`src/rtl/keccak_shake_ctrl.sv`:
```
`default_nettype none
// ============================================================================
// Module   : keccak_shake_ctrl
// Brief    : Job sequencer for a SHAKE128/SHAKE256 run. Drives the Keccak
//            state-buffer strobes through clear, absorb, 24-round permute,
//            output-buffer load and squeeze, and supplies the round index to
//            the combinational single-round core.
// Revision : 1.0 - initial release
// ============================================================================
module keccak_shake_ctrl #(
    parameter int ROUNDS  = 24,
    parameter int RATE128 = 21,
    parameter int RATE256 = 17
) (
    input  logic        clk,
    input  logic        rst,
    input  logic        start,
    input  logic        rate_sel,
    input  logic [7:0]  n_in_blocks,
    input  logic [15:0] n_out_words,
    input  logic        in_valid,
    output logic        in_ready,
    output logic        buf_clr,
    output logic        buf_din_wen,
    output logic        buf_we_state_in,
    output logic [4:0]  round_idx,
    output logic        buf_we_output_buffer,
    output logic        buf_shift_output_buffer,
    output logic        out_valid,
    input  logic        out_ready,
    output logic        busy,
    output logic        done,
    output logic        err
);

    localparam logic [4:0] c_LAST_ROUND  = 5'(ROUNDS - 1);
    localparam logic [4:0] c_RATE128_M1  = 5'(RATE128 - 1);
    localparam logic [4:0] c_RATE256_M1  = 5'(RATE256 - 1);

    typedef enum logic [2:0] {
        S_IDLE    = 3'd0,
        S_CLR     = 3'd1,
        S_ABSORB  = 3'd2,
        S_PERM    = 3'd3,
        S_LOAD    = 3'd4,
        S_SQUEEZE = 3'd5
    } state_t;

    state_t      r_state;
    state_t      w_state_nxt;

    // Job parameters latched on an accepted start; rate stored as R-1
    logic [4:0]  r_rate_m1;
    logic [7:0]  r_n_blocks;
    logic [15:0] r_n_words;

    // Progress counters
    logic [4:0]  r_wcnt;
    logic [7:0]  r_bcnt;
    logic [4:0]  r_ocnt;
    logic [15:0] r_total;
    logic [4:0]  r_round;

    // Registered strobes
    logic        r_in_ready;
    logic        r_clr;
    logic        r_we_state_in;
    logic        r_we_output_buffer;
    logic        r_out_valid;
    logic        r_busy;
    logic        r_done;
    logic        r_err;

    logic        w_start_ok;
    logic [15:0] w_total_inc;
    logic        w_last_word;

    assign w_start_ok  = (n_in_blocks != 8'd0) && (n_out_words != 16'd0);
    assign w_total_inc = r_total + 16'd1;
    assign w_last_word = (w_total_inc == r_n_words);

    // Next-state selection; counters and strobes are registered from it below
    always_comb begin
        w_state_nxt = r_state;
        case (r_state)
            S_IDLE:    if (start && w_start_ok) w_state_nxt = S_CLR;
            S_CLR:     w_state_nxt = S_ABSORB;
            S_ABSORB: begin
                if (in_valid) begin
                    if (r_wcnt == r_rate_m1) w_state_nxt = S_PERM;
                end else if (r_wcnt != 5'd0) begin
                    // A block must arrive back to back; a hole aborts the job
                    w_state_nxt = S_IDLE;
                end
            end
            S_PERM: begin
                // Absorb-side and refill permutations share this exit: once all
                // blocks are in, bcnt stays equal to the block count.
                if (r_round == c_LAST_ROUND)
                    w_state_nxt = (r_bcnt < r_n_blocks) ? S_ABSORB : S_LOAD;
            end
            S_LOAD:    w_state_nxt = S_SQUEEZE;
            S_SQUEEZE: begin
                if (out_ready) begin
                    if (w_last_word)                w_state_nxt = S_IDLE;
                    else if (r_ocnt == r_rate_m1)   w_state_nxt = S_PERM;
                end
            end
            default:   w_state_nxt = S_IDLE;
        endcase
    end

    // State register, job counters and registered per-state strobes
    always_ff @(posedge clk) begin
        if (rst) begin
            r_state            <= S_IDLE;
            r_rate_m1          <= 5'd0;
            r_n_blocks         <= 8'd0;
            r_n_words          <= 16'd0;
            r_wcnt             <= 5'd0;
            r_bcnt             <= 8'd0;
            r_ocnt             <= 5'd0;
            r_total            <= 16'd0;
            r_round            <= 5'd0;
            r_in_ready         <= 1'b0;
            r_clr              <= 1'b0;
            r_we_state_in      <= 1'b0;
            r_we_output_buffer <= 1'b0;
            r_out_valid        <= 1'b0;
            r_busy             <= 1'b0;
            r_done             <= 1'b0;
            r_err              <= 1'b0;
        end else begin
            r_state            <= w_state_nxt;
            r_in_ready         <= (w_state_nxt == S_ABSORB);
            r_clr              <= (w_state_nxt == S_CLR);
            r_we_state_in      <= (w_state_nxt == S_PERM);
            r_we_output_buffer <= (w_state_nxt == S_LOAD);
            r_out_valid        <= (w_state_nxt == S_SQUEEZE);
            r_busy             <= (w_state_nxt != S_IDLE);
            r_done             <= (r_state == S_SQUEEZE) && (w_state_nxt == S_IDLE);
            r_round            <= ((r_state == S_PERM) && (w_state_nxt == S_PERM))
                                  ? r_round + 5'd1 : 5'd0;

            case (r_state)
                S_IDLE: begin
                    if (start) begin
                        if (w_start_ok) begin
                            r_err      <= 1'b0;
                            r_rate_m1  <= rate_sel ? c_RATE256_M1 : c_RATE128_M1;
                            r_n_blocks <= n_in_blocks;
                            r_n_words  <= n_out_words;
                            r_total    <= 16'd0;
                        end else begin
                            r_err <= 1'b1;
                        end
                    end
                end
                S_CLR: begin
                    r_wcnt <= 5'd0;
                    r_bcnt <= 8'd0;
                end
                S_ABSORB: begin
                    if (in_valid) begin
                        if (r_wcnt == r_rate_m1) begin
                            r_wcnt <= 5'd0;
                            r_bcnt <= r_bcnt + 8'd1;
                        end else begin
                            r_wcnt <= r_wcnt + 5'd1;
                        end
                    end else if (r_wcnt != 5'd0) begin
                        r_err <= 1'b1;
                    end
                end
                S_LOAD: r_ocnt <= 5'd0;
                S_SQUEEZE: begin
                    if (out_ready) begin
                        r_ocnt  <= r_ocnt + 5'd1;
                        r_total <= w_total_inc;
                    end
                end
                default: ;
            endcase
        end
    end

    assign in_ready                = r_in_ready;
    assign buf_clr                 = r_clr;
    assign buf_din_wen             = in_valid & r_in_ready;
    assign buf_we_state_in         = r_we_state_in;
    assign round_idx               = r_round;
    assign buf_we_output_buffer    = r_we_output_buffer;
    assign buf_shift_output_buffer = r_out_valid & out_ready;
    assign out_valid               = r_out_valid;
    assign busy                    = r_busy;
    assign done                    = r_done;
    assign err                     = r_err;

endmodule
`default_nettype wire
```
`config.mk`:
```
export PLATFORM = sky130hd
export DESIGN_NAME = keccak_shake_ctrl
export DESIGN_NICKNAME = d
export VERILOG_FILES = /design/src/rtl/keccak_shake_ctrl.sv
export SDC_FILE = /design/constraint.sdc
export NUM_CORES = 1
export LEC_CHECK = 0
export ABC_AREA = 1
export BUFFER_PORTS_ARGS = -buffer_cell sky130_fd_sc_hd__buf_2
export CAP_MARGIN = 5
export CORE_MARGIN = 2
export CORE_UTILIZATION = 35
export CTS_CLUSTER_DIAMETER = 100
export DETAILED_ROUTE_END_ITERATION = 8
export SLEW_MARGIN = 20
export SYNTH_ARGS = -nofsm -noshare
export SYNTH_HDL_FRONTEND = slang
export SYNTH_SLANG_ARGS = --single-unit
```
`constraint.sdc`:
```
create_clock -name clk -period 4.75 [get_ports clk]
set_input_delay 0.95 -clock clk [delete_from_list [all_inputs] [get_ports clk]]
set_output_delay 0.95 -clock clk [all_outputs]
set_load 0.02 [all_outputs]
```
After elaboration in Yosys (flattened, before gate mapping)
Index checks and enable logic that the tools add are counted.

Add/subtract/negate cells: 5. Magnitude comparators: 1. Equality and inequality tests: 21. Multiplexer cells: 28. Bitwise logic cells: 3. Reduce and logical (&&, ||, !) cells: 21.

Operators with widths (number): 16-bit 2-to-1 mux (3); 16-bit one-hot mux with 2 select lines (1); 3-bit 2-to-1 mux (10); 5-bit one-hot mux with 2 select lines (2); 3-bit one-hot mux with 6 select lines (1); 16-bit by 1-bit adder with 16-bit output (second input constant) (1); 16-bit == test (1); 8-bit 2-to-1 mux (2); 8-bit one-hot mux with 2 select lines (1); 16-bit nonzero test (1); 5-bit by 1-bit adder with 5-bit output (second input constant) (3); 5-bit 2-to-1 mux (3); 2-bit inequality test (second input constant) (7); 3-bit by 2-bit == test with 1-bit output (second input constant) (4); 3-bit == test (second input constant) (4); 5-bit == test (2); 8-bit by 1-bit adder with 8-bit output (second input constant) (1); 8-bit < comparator (1); 4-bit AND reduction (2); 2-bit nonzero test (4); 8-bit nonzero test (1); 3-bit by 1-bit == test with 1-bit output (second input constant) (2); 3-bit logical NOT (2); 3-bit AND reduction (2); 10 further kinds (18).

Register bits: 79. Bits of input ports: 30. Output and inout bits: 15. Logic and storage cells: 96.

Longest topological paths before layout
Gate-level depths: netlist of the first run.

Depth in word-level cells: 9. Depth in mapped cells: 18. Depth with buffers taken out: 18.

Worst setup path before layout of the first run
Ideal clock, no wire load.

Path kind: input -> register. From: in n_out_words[7]. To: reg r_total[11]. Arrival time: 2.136 ns. Setup slack: 2.544 ns. Stages on the path: 8. Cells stage by stage: nor4_1 -> nand4_1 -> nand4_1 -> o21ai_0 -> nand2_1 -> clkbuf_1 -> nand2_1 -> a21oi_1.

Longest elaborated chain between the ends: 4.

RTL lines: start: declaration (line 20) `input logic [15:0] n_out_words,`; 16-bit nonzero test (line 78) `assign w_start_ok = (n_in_blocks != 8'd0) && (n_out_words != 16'd0);`; 1-bit logical AND (line 78); 2-bit inequality test (no line); 4-bit AND reduction (no line); end signal: assignment (line 179) `r_total <= w_total_inc;`; end: declaration (line 61) `logic [15:0] r_total;`.

No other way between the ends. A chain may end at the register's enable or synchronous reset.

Worst setup path in the final report of the first run
From: reg r_state[2]. To: reg r_total[5].

Longest elaborated chain between the ends: 3. Elaborated cells on any way between the ends: 8. Those cells by class: eq/ne: 4; mux: 1; reduce/logical: 3.

RTL lines: start: declaration (line 49) `state_t r_state;`; start signal: assignment (line 134) `r_state <= w_state_nxt;`; 3-bit == test or 3-bit logical NOT (tied branches) (line 145) `case (r_state)`; 2-bit inequality test (no line) or 2-bit nonzero test (tied branches); 4-bit AND reduction (no line).

Several ways; a longest one is shown, not always the timed one.

==> flow_summary.yaml, run 1 <==
run_status:
  outcome: "completed"
yosys:
  yosysSeqAreaShare_pct: 37.6
  yosys-top-cells-area: "dfxtp_1, nand2_1, a21oi_1"
  synth_top_area_cell: "dfxtp_1"
  syn_inst: 562
  yosys.area_share.xor_xnor_pct: 3.06
  synthAdderAreaFrac_pct: 4.33
  yosys.area_share.simple_pct: 32.0
  yosysTopAreaCellShare_pct: 37.6
  synthesis.nets: 606
  synth_edf_count: 0
  synth-seq-cells: 76
  synth_cell_types: 38
  yosysMostFrequentCell: "nand2_1"
  ys_top_cells_by_count: "nand2_1, dfxtp_1, inv_1"
  synthMuxAreaShare_pct: 0
  synthArstFlopShare_pct: 0
  synth_top_family_by_area: "simple AND/OR/NAND/NOR gates"
  syn_area_mm2: 0.00404
  ys_warn_count: 0
  synth_area_per_cell_um2: 7.19
  ys.flop_type: "dfxtp_1"
  synth_compound_area_share_pct: 14.6
drt:
  vias_per_cell: 5.05
  drt_iter0_markers: 273
  wl_per_cell_um: 13.5
  ant_nets: 0
  firstDrtPassIters: 4
  drc: 0
  drt-total-wl_um: 10100
  vias: 3798
clock_tree:
  cts.path.max_buffers: 2
  cts_tree: "built"
  h-tree-depth: 3
  post_cts_buffers: 0
  numCtsBuffers: 9
  clock-root-buffer: "clkbuf_16"
  postCtsHoldBufs: 0
  cts.repair.resized: 0
  insertion_delay_ns: 0.34
  clock_sinks: 76
  path_clk_slew_ns: 0.06
timing:
  maxSlewViolCount: 0
  setup_tns_ns: 0
  hold_violations: 0
  max_freq_mhz: 359
  min_period_ns: 2.78
  hold-worst-slack_ns: 0.464
  skew_ns: 0.00644
  fin_crit_sh_pct: 58.6
  worstMarginPinSlew_ns: 0.810
  layout_setup_ws_ns: 1.97
  relSlewSlack_pct: 45.8
  rsz0062_at_grt: "false"
  setup_viol_count_final: 0
place:
  hpwl_um: 7590
  dpl_cell_area_mm2: 0.00439
  gp_congestion: 0.811
  port_buffers: 44
  dp_slack_ns: 1.38
worst_setup_path:
  critPathSlowestCell: "nor3_4"
  crit_path_max_incr_delay_ns: 0.58
  worstPathCellList: "inv_1 > nor3_4 > inv_2 > o21ai_0 > nand2_1 > buf_4 > inv_1 > nand4_1 > a21oi_1"
  r2r_slack_ns: 1.97
  regToRegEndpoint: "r_total[5]"
  worstPathRequired_ns: 5.02
  crit_type: "reg -> reg"
  crit_fanout: 17
  crit_path_end_kind: "flip-flop"
  crit_path_start_kind: "flip-flop"
  crit_top_cell: "inv_1"
  reg2reg_depth: 9
  reg2reg_from: "r_state[2]"
  critPathArrivalTime_ns: 3.05
global_route:
  antenna_found_initial: 0
  busiest_layer: "met2"
  overflow: 0
  grt_use_met2_pct: 29.5
  grt_max_degree: 42
  grtUsageMet1_pct: 21.0
  met3_usage_pct: 4.57
  grt_use_total_pct: 17.4
  grt_pass1_wl_um: 17500
  first_global_vias: 3765
floorplan:
  die_area_mm2: 0.0124
  row_count: 39
  start_util_pct: 35.7
  die_w_um: 111
  ioPinCount: 45
  coreArea_mm2: 0.0113
  die_y_um: 111
final_layout:
  n_antenna_cell: 0
  layout-drive-gt1-share_pct: 16.4
  syn2layout_area_growth_pct: 16.9
  utilization_pct: 41.8
  num-nets-final: 648
  design_area_mm2: 0.00473
power_and_ir_drop:
  irDropWorstVdd_mv: 0.152
  p_per_area_mw_per_mm2: 381
  power.leakage_nw: 2.00
worst_hold_path:
  min_path_cells: 2
  holdPathEnd: "r_n_blocks[2]"
  hold_class: "reg -> reg"
  min_from: "r_n_blocks[2]"
run:
  cap_violations: 0
logic make-up (layout without fill, tap and decap cells):
group / after synthesis / count (layout)
compound gates: 111 / 111
simple gates: 262 / 262
buf+inv: 88 / 135
fa+ha+maj: 14 / 14
xor+xnor: 11 / 11
flops: 76 / 76
worst max path at each step:
stage          cells past startpoint             from  slack [ns]       endpoint
2_1_floorplan                      8   n_out_words[7]        2.54    r_total[11]
3_3_place_gp                       8  n_out_words[10]        1.59  r_n_words[10]
3_5_place_dp                       8   n_out_words[5]        1.38  r_n_blocks[3]
4_1_cts                            8   n_out_words[5]        1.71  r_n_blocks[3]
5_1_grt                            9       r_state[2]        1.67    r_total[11]
6_report                           9       r_state[2]        1.97     r_total[5]
cells in the final DEF (no fill, tap or decap), drive strengths merged, types with 10 or more instances in the layout:
cell    Yosys  final
ha         14     14
nand3      37     37
nand4      15     15
nor2       70     70
a21oi      55     55
buf         3     46
nand2     101    101
o21ai      42     42
nor4       10     10
inv        73     73
nor3       17     17
dfxtp      76     76
clkbuf     12     11
state kept, by name, indices dropped and copies added, names as in the netlist, 2 cells and up:
register and count:
r_n_words 16, r_total 16, r_bcnt 8, r_n_blocks 8, r_ocnt 5, r_wcnt 5, round_idx 5, r_state 3
r_rate_m1 2
report_power, final:
group | switching [mW] | internal (mW) | total [mW]
Clock | 0.263 | 0.512 | 0.775
Combinational | 0.190 | 0.103 | 0.294
Sequential | 0.0430 | 0.690 | 0.733
Total | 0.497 | 1.30 | 1.80
metal layers:
layer | vias up | part of all wire [%]
met1 | 1750 | 45
met4 | 0 | 1.7
met2 | 77 | 49
met3 | 15 | 4.1
met5 | - | 0
li1 | 1956 | -
stage by stage:
stage | power, mW | instances
6_report | 1.80 | 752
2_1_floorplan | 0.954 | 562
3_3_place_gp | 1.03 | 736
5_1_grt | 1.90 | 752
3_5_place_dp | 1.04 | 736
4_1_cts | 1.82 | 752
area by class of cell:
cell class / count / area [um2]
clock buffers: 11 / 233
clock inverters: 5 / 100
fillers: 1161 / 6590
inverters: 73 / 274
multi-input cells: 398 / 2180
flip-flops and latches: 76 / 1520
well taps: 143 / 179
repair buffers: 46 / 235
worst max-delay path: cells and delay by family, from the launching register on:
kind	cells	cell delay, ns
compound gates	2	0.36
buf+inv	4	0.91
flops	1	0.49
simple gates	3	0.95
Power figures use the tool's default switching activity.
==> run 2: changes to the inputs <==
--- a/config.mk
+++ b/config.mk
@@ -5,7 +5,7 @@
 export SDC_FILE = /design/constraint.sdc
 export NUM_CORES = 1
 export LEC_CHECK = 0
-export ABC_AREA = 1
+export ABC_AREA = 0
 export BUFFER_PORTS_ARGS = -buffer_cell sky130_fd_sc_hd__buf_2
 export CAP_MARGIN = 5
 export CORE_MARGIN = 2
==> constraint.sdc (replaced) <==
create_clock -name clk -period 2.6 [get_ports clk]
set_input_delay 0.52 -clock clk [delete_from_list [all_inputs] [get_ports clk]]
set_output_delay 0.52 -clock clk [all_outputs]
set_load 0.02 [all_outputs]
==> run 2 against run 1 <==
  * Synthesized cell count is 17% lower
  * Area after synthesis up 0.28%
  * Sequential share of layout area down 0.88 points
  * Die area rose by 0.27%
  * Clock skew down 0.0011 ns
  * Count of clock-buffer cells in the layout up 3
  * Clock power rose by 55%
  * Final cell count shrank 11%
  * Critical endpoint is now buf_we_output_buffer
==> flow_summary.yaml, run 2 <==
run_status:
  outcome: "completed"
timing:
  relSlewSlack_pct: 65.3
  fin_crit_sh_pct: 95.3
  skew_ns: 0.00531
  maxSlewViolCount: 0
  max_freq_mhz: 403
  setup_viol_count_final: 0
  min_period_ns: 2.48
  layout_setup_ws_ns: 0.121
  setup_tns_ns: 0
  rsz0062_at_grt: "false"
  hold_violations: 0
  worstMarginPinSlew_ns: 0.516
worst_setup_path:
  worstPathRequired_ns: 2.85
  crit_path_end_kind: "flip-flop"
  r2r_slack_ns: 0.12
  crit_type: "reg -> reg"
  crit_fanout: 9
  critPathArrivalTime_ns: 2.73
  crit_path_start_kind: "flip-flop"
final_layout:
  layout_common_cells: "nor2_1, dfxtp_1, buf_2"
  final_common_cell: "nor2_1"
  fin_cells: 673
  largestRegisters: "r_n_words x16, r_total x16"
  nFillCells: 1120
  design_area_mm2: 0.00486
  layout-drive-gt1-share_pct: 20.2
  n_antenna_cell: 0
  num-nets-final: 570
  syn2layout_area_growth_pct: 19.9
yosys:
  yosysSeqAreaShare_pct: 37.5
  synth_area_per_cell_um2: 8.66
  yosysTopAreaCellShare_pct: 37.5
  yosys-top-cells-area: "dfxtp_1, nor2_1, mux2i_1"
  synth_edf_count: 0
  synthesis.nets: 512
  ys_warn_count: 0
  yosysMostFrequentCell: "nor2_1"
  synth_cell_types: 59
  synth-seq-cells: 76
  ys_top_cells_by_count: "nor2_1, dfxtp_1, a21oi_1"
  syn_inst: 468
  syn_area_mm2: 0.00405
  synthArstFlopShare_pct: 0
  ys.flop_type: "dfxtp_1"
  synth_top_area_cell: "dfxtp_1"
global_route:
  overflow: 0
  grt_max_degree: 44
  grt_use_total_pct: 16.0
  grt_pass1_wl_um: 16300
  first_global_vias: 3312
  antenna_found_initial: 0
run:
  cap_violations: 0
clock_tree:
  cts_tree: "built"
  postCtsHoldBufs: 0
  path_clk_slew_ns: 0.06
  cts.path.max_buffers: 2
  clock_sinks: 76
  clock-root-buffer: "clkbuf_16"
  insertion_delay_ns: 0.33
  h-tree-depth: 3
  numCtsBuffers: 9
power_and_ir_drop:
  irDropWorstVdd_mv: 0.307
  p_per_area_mw_per_mm2: 592
  power.leakage_nw: 2.06
  power.total_mw: 2.88
drt:
  wl_per_cell_um: 14.3
  vias_per_cell: 5.21
  drc: 0
  drt_iter0_markers: 236
  firstDrtPassIters: 5
  drt-total-wl_um: 9640
  vias: 3505
  ant_nets: 0
floorplan:
  start_util_pct: 35.7
  die_area_mm2: 0.0125
  die_y_um: 112
  coreArea_mm2: 0.0114
  row_count: 39
  ioPinCount: 45
  die_w_um: 112
worst_hold_path:
  hold_class: "in -> reg"
place:
  gp_congestion: 0.850
  hpwl_um: 7290
  dpl.cell_count: 658
  port_buffers: 44
  dp_slack_ns: 0.146
  dpl_cell_area_mm2: 0.00456
## run 2: cell types whose count changed after synthesis, sizes merged, moves of 16 or more
cell and change:
nand2 -77, inv -57, a21oi -27, mux2i +27
o21ai -22, nand3 -18, xnor2 +18, xor2 +16
## run 2: through the flow
stage | hold slack (ns) | utilization (%)
after floorplan | 0.461 | -
after global placement | 0.480 | 40.1
after detailed placement | 0.487 | 40.1
after CTS | 0.429 | 42.7
after global routing | 0.441 | 42.7
final | 0.435 | 42.7
## run 2: final cells by class
type,count,area (um2),area share [%]
Multi-Input combinational cell,354,2380,48.9
Sequential cell,76,1520,31.3
Timing Repair Buffer,69,433,8.91
Clock buffer,14,284,5.84
Tap cell,143,179,3.68
Inverter,16,60.1,1.24
Clock inverter,1,5.00,0.103
## run 2: layer usage
| layer | vias up | global-route usage (%) | wire (um) |
|---|---|---|---|
| met5 | - | 0 | 0 |
| met4 | 0 | 4.94 | 120 |
| met3 | 11 | 2.94 | 351 |
| met2 | 60 | 26.1 | 4480 |
| met1 | 1669 | 21.7 | 4690 |
| li1 | 1765 | - | - |
## run 2: path summary, 6_finish.rpt
check / start / to / cells past startpoint
hold / removal: n_in_blocks[4] / r_n_blocks[4] / 3
hold reg to reg: r_n_blocks[5] / r_n_blocks[5] / 2
setup reg to reg: r_total[1] / buf_we_output_buffer / 8
setup / recovery: r_total[1] / buf_we_output_buffer / 8
## run 2: what timing repair did
item,CTS,global route
resized for setup,0,2
setup buffers,0,0
setup endpoints to repair,0,6
## run 2: power breakdown
part | internal, mW | switching [mW] | total (mW)
registers | 1.22 | 0.0458 | 1.26
clock network | 0.744 | 0.455 | 1.20
logic | 0.188 | 0.225 | 0.413
total | 2.15 | 0.726 | 2.88
## run 2: cell families (layout without fill, tap and decap cells)
group	after synthesis	in the layout	share of synthesized area (%)
buf+inv	38	100	4.07
fa+ha+maj	14	14	4.32
compound gates	70	70	10.9
simple gates	199	199	26.8
xor+xnor	43	43	9.48
mux	28	28	6.94
flops	76	76	37.5
## run 2: critical path: stages (launching register included)
cell and delay (ns):
dfxtp_1 0.34, ha_1 0.23, nand3_4 0.09, buf_4 0.18
or4_1 0.51, a22oi_1 0.30, nand4_2 0.26, a21o_1 0.26
a311oi_2 0.22
==> run 3: changes to the inputs <==
--- a/config.mk
+++ b/config.mk
@@ -12,6 +12,7 @@
 export CORE_UTILIZATION = 35
 export CTS_CLUSTER_DIAMETER = 100
 export DETAILED_ROUTE_END_ITERATION = 8
+export REMOVE_ABC_BUFFERS = 1
 export SLEW_MARGIN = 20
 export SYNTH_ARGS = -nofsm -noshare
 export SYNTH_HDL_FRONTEND = slang
==> run 3 against run 2 <==
  * Clock skew is 0.00097 ns higher
  * Via count shrank 0.51%
  * Clock power increased by 4%
  * Non-clock buffer count decreased by 5
  * Largest power group unchanged
  * Largest cell class unchanged
==> flow_summary.yaml, run 3 (same netlist as run 2, synthesis figures left out) <==
place:
  hpwl_um: 7400
  dpl_cell_area_mm2: 0.00450
  dpl.cell_count: 653
  dp_slack_ns: 0.0699
  gp_congestion: 0.854
  port_buffers: 44
worst_setup_path:
  crit_fanout: 6
  crit_path_start_kind: "flip-flop"
  crit_path_start: "r_total[10]"
  reg2reg_from: "r_total[10]"
  crit_type: "reg -> reg"
  worstPathRequired_ns: 2.86
  critPathArrivalTime_ns: 2.70
  crit_path_end_kind: "flip-flop"
timing:
  hold_violations: 0
  rsz0062_at_grt: "false"
  layout_setup_ws_ns: 0.161
  fin_crit_sh_pct: 93.8
  setup_viol_count_final: 0
  max_freq_mhz: 410
  relSlewSlack_pct: 62.7
  worstMarginPinSlew_ns: 0.554
  skew_ns: 0.00628
  min_period_ns: 2.44
  maxSlewViolCount: 0
  setup_tns_ns: 0
power_and_ir_drop:
  irDropWorstVdd_mv: 0.263
  power.leakage_nw: 2.02
  p_per_area_mw_per_mm2: 604
clock_tree:
  insertion_delay_ns: 0.34
  clock-root-buffer: "clkbuf_16"
  path_clk_slew_ns: 0.06
  postCtsHoldBufs: 0
  numCtsBuffers: 9
  cts_tree: "built"
  h-tree-depth: 3
  clock_sinks: 76
  cts.path.max_buffers: 2
floorplan:
  die_y_um: 112
  die_w_um: 112
  start_util_pct: 35.7
  ioPinCount: 45
  row_count: 39
  coreArea_mm2: 0.0114
  die_area_mm2: 0.0125
worst_hold_path:
  min_from: "n_out_words[4]"
  hold_class: "in -> reg"
final_layout:
  design_area_mm2: 0.00480
  n_antenna_cell: 0
  fin_cells: 669
  layout_common_cells: "nor2_1, dfxtp_1, buf_2"
  layout.area.seq_mm2: 0.00152
  final_common_cell: "nor2_1"
  largestRegisters: "r_n_words x16, r_total x16"
  num-nets-final: 565
  multi_input_area_mm2: 0.00238
  syn2layout_area_growth_pct: 18.5
  layout-drive-gt1-share_pct: 19.6
  nFillCells: 1164
global_route:
  first_global_vias: 3361
  grt_max_degree: 32
  grt_pass1_wl_um: 16500
  antenna_found_initial: 0
  overflow: 0
  grt_use_total_pct: 16.5
drt:
  firstDrtPassIters: 4
  vias: 3487
  wl_per_cell_um: 14.8
  ant_nets: 0
  drc: 0
  drt-total-wl_um: 9890
  drt_iter0_markers: 187
  vias_per_cell: 5.21
run_status:
  outcome: "completed"
run:
  cap_violations: 0
[run 3: cell types whose count changed in the layout (fill, tap and decap cells not counted)]
cell        delta
buf_12         -2
buf_4          -3
bufinv_16      +1
clkbuf_8       -4
clkinv_2       +1
clkinv_4       +2
clkinvlp_4     +1
[run 3: timing repair]
item | CTS | global route
endpoints found under the setup margin | 0 | 8
endpoints found under the hold margin | 0 | 0
buffers inserted | 0 | 0
resized for setup | 0 | 2
[run 3: worst max-delay path, stage by stage, from the launching register on]
cell      delay (ns)
dfxtp_1         0.47
nand4_4         0.14
or4_4           0.53
xnor2_2         0.16
nor4_2          0.33
nand4_2         0.25
a21o_1          0.26
a311oi_2        0.22
[run 3: final timing paths]
| path | cells after the start | slack, ns | to |
|---|---|---|---|
| worst min register to register | 1 | 0.50 | round_idx[0] |
| worst max register to register | 7 | 0.16 | buf_we_output_buffer |
| worst max-delay path | 7 | 0.16 | buf_we_output_buffer |
| worst min-delay path | 3 | 0.42 | r_n_words[4] |
[run 3: metrics by stage]
| step | total power, mW | util, % | hold slack [ns] |
|---|---|---|---|
| after floorplan | 1.54 | - | 0.455 |
| after global placement | 1.68 | 39.6 | 0.482 |
| after detailed placement | 1.68 | 39.6 | 0.492 |
| after CTS | 2.93 | 42.1 | 0.419 |
| after global routing | 3.02 | 42.2 | 0.426 |
| final | 2.90 | 42.2 | 0.425 |
[run 3: layout make-up]
| type | count | share of cell area, % |
|---|---|---|
| inverter | 16 | 1.25 |
| sequential | 76 | 31.7 |
| multi-input combinational | 354 | 49.5 |
| clock buffer | 10 | 4.77 |
| timing repair buffer | 64 | 7.71 |
| tap | 143 | 3.73 |
| clock inverter | 6 | 1.35 |
[run 3: routing by layer]
layer	GRT usage (%)	wire length, um
met5	0	0
met4	6.34	202
met1	22.0	4810
met3	3.59	412
met2	26.0	4470
[run 3: where the power goes]
group	total, mW	leakage [nW]	internal (mW)	switching (mW)
Combinational	0.393	1.26	0.172	0.221
Sequential	1.26	0.618	1.22	0.0468
Clock	1.25	0.142	0.743	0.503
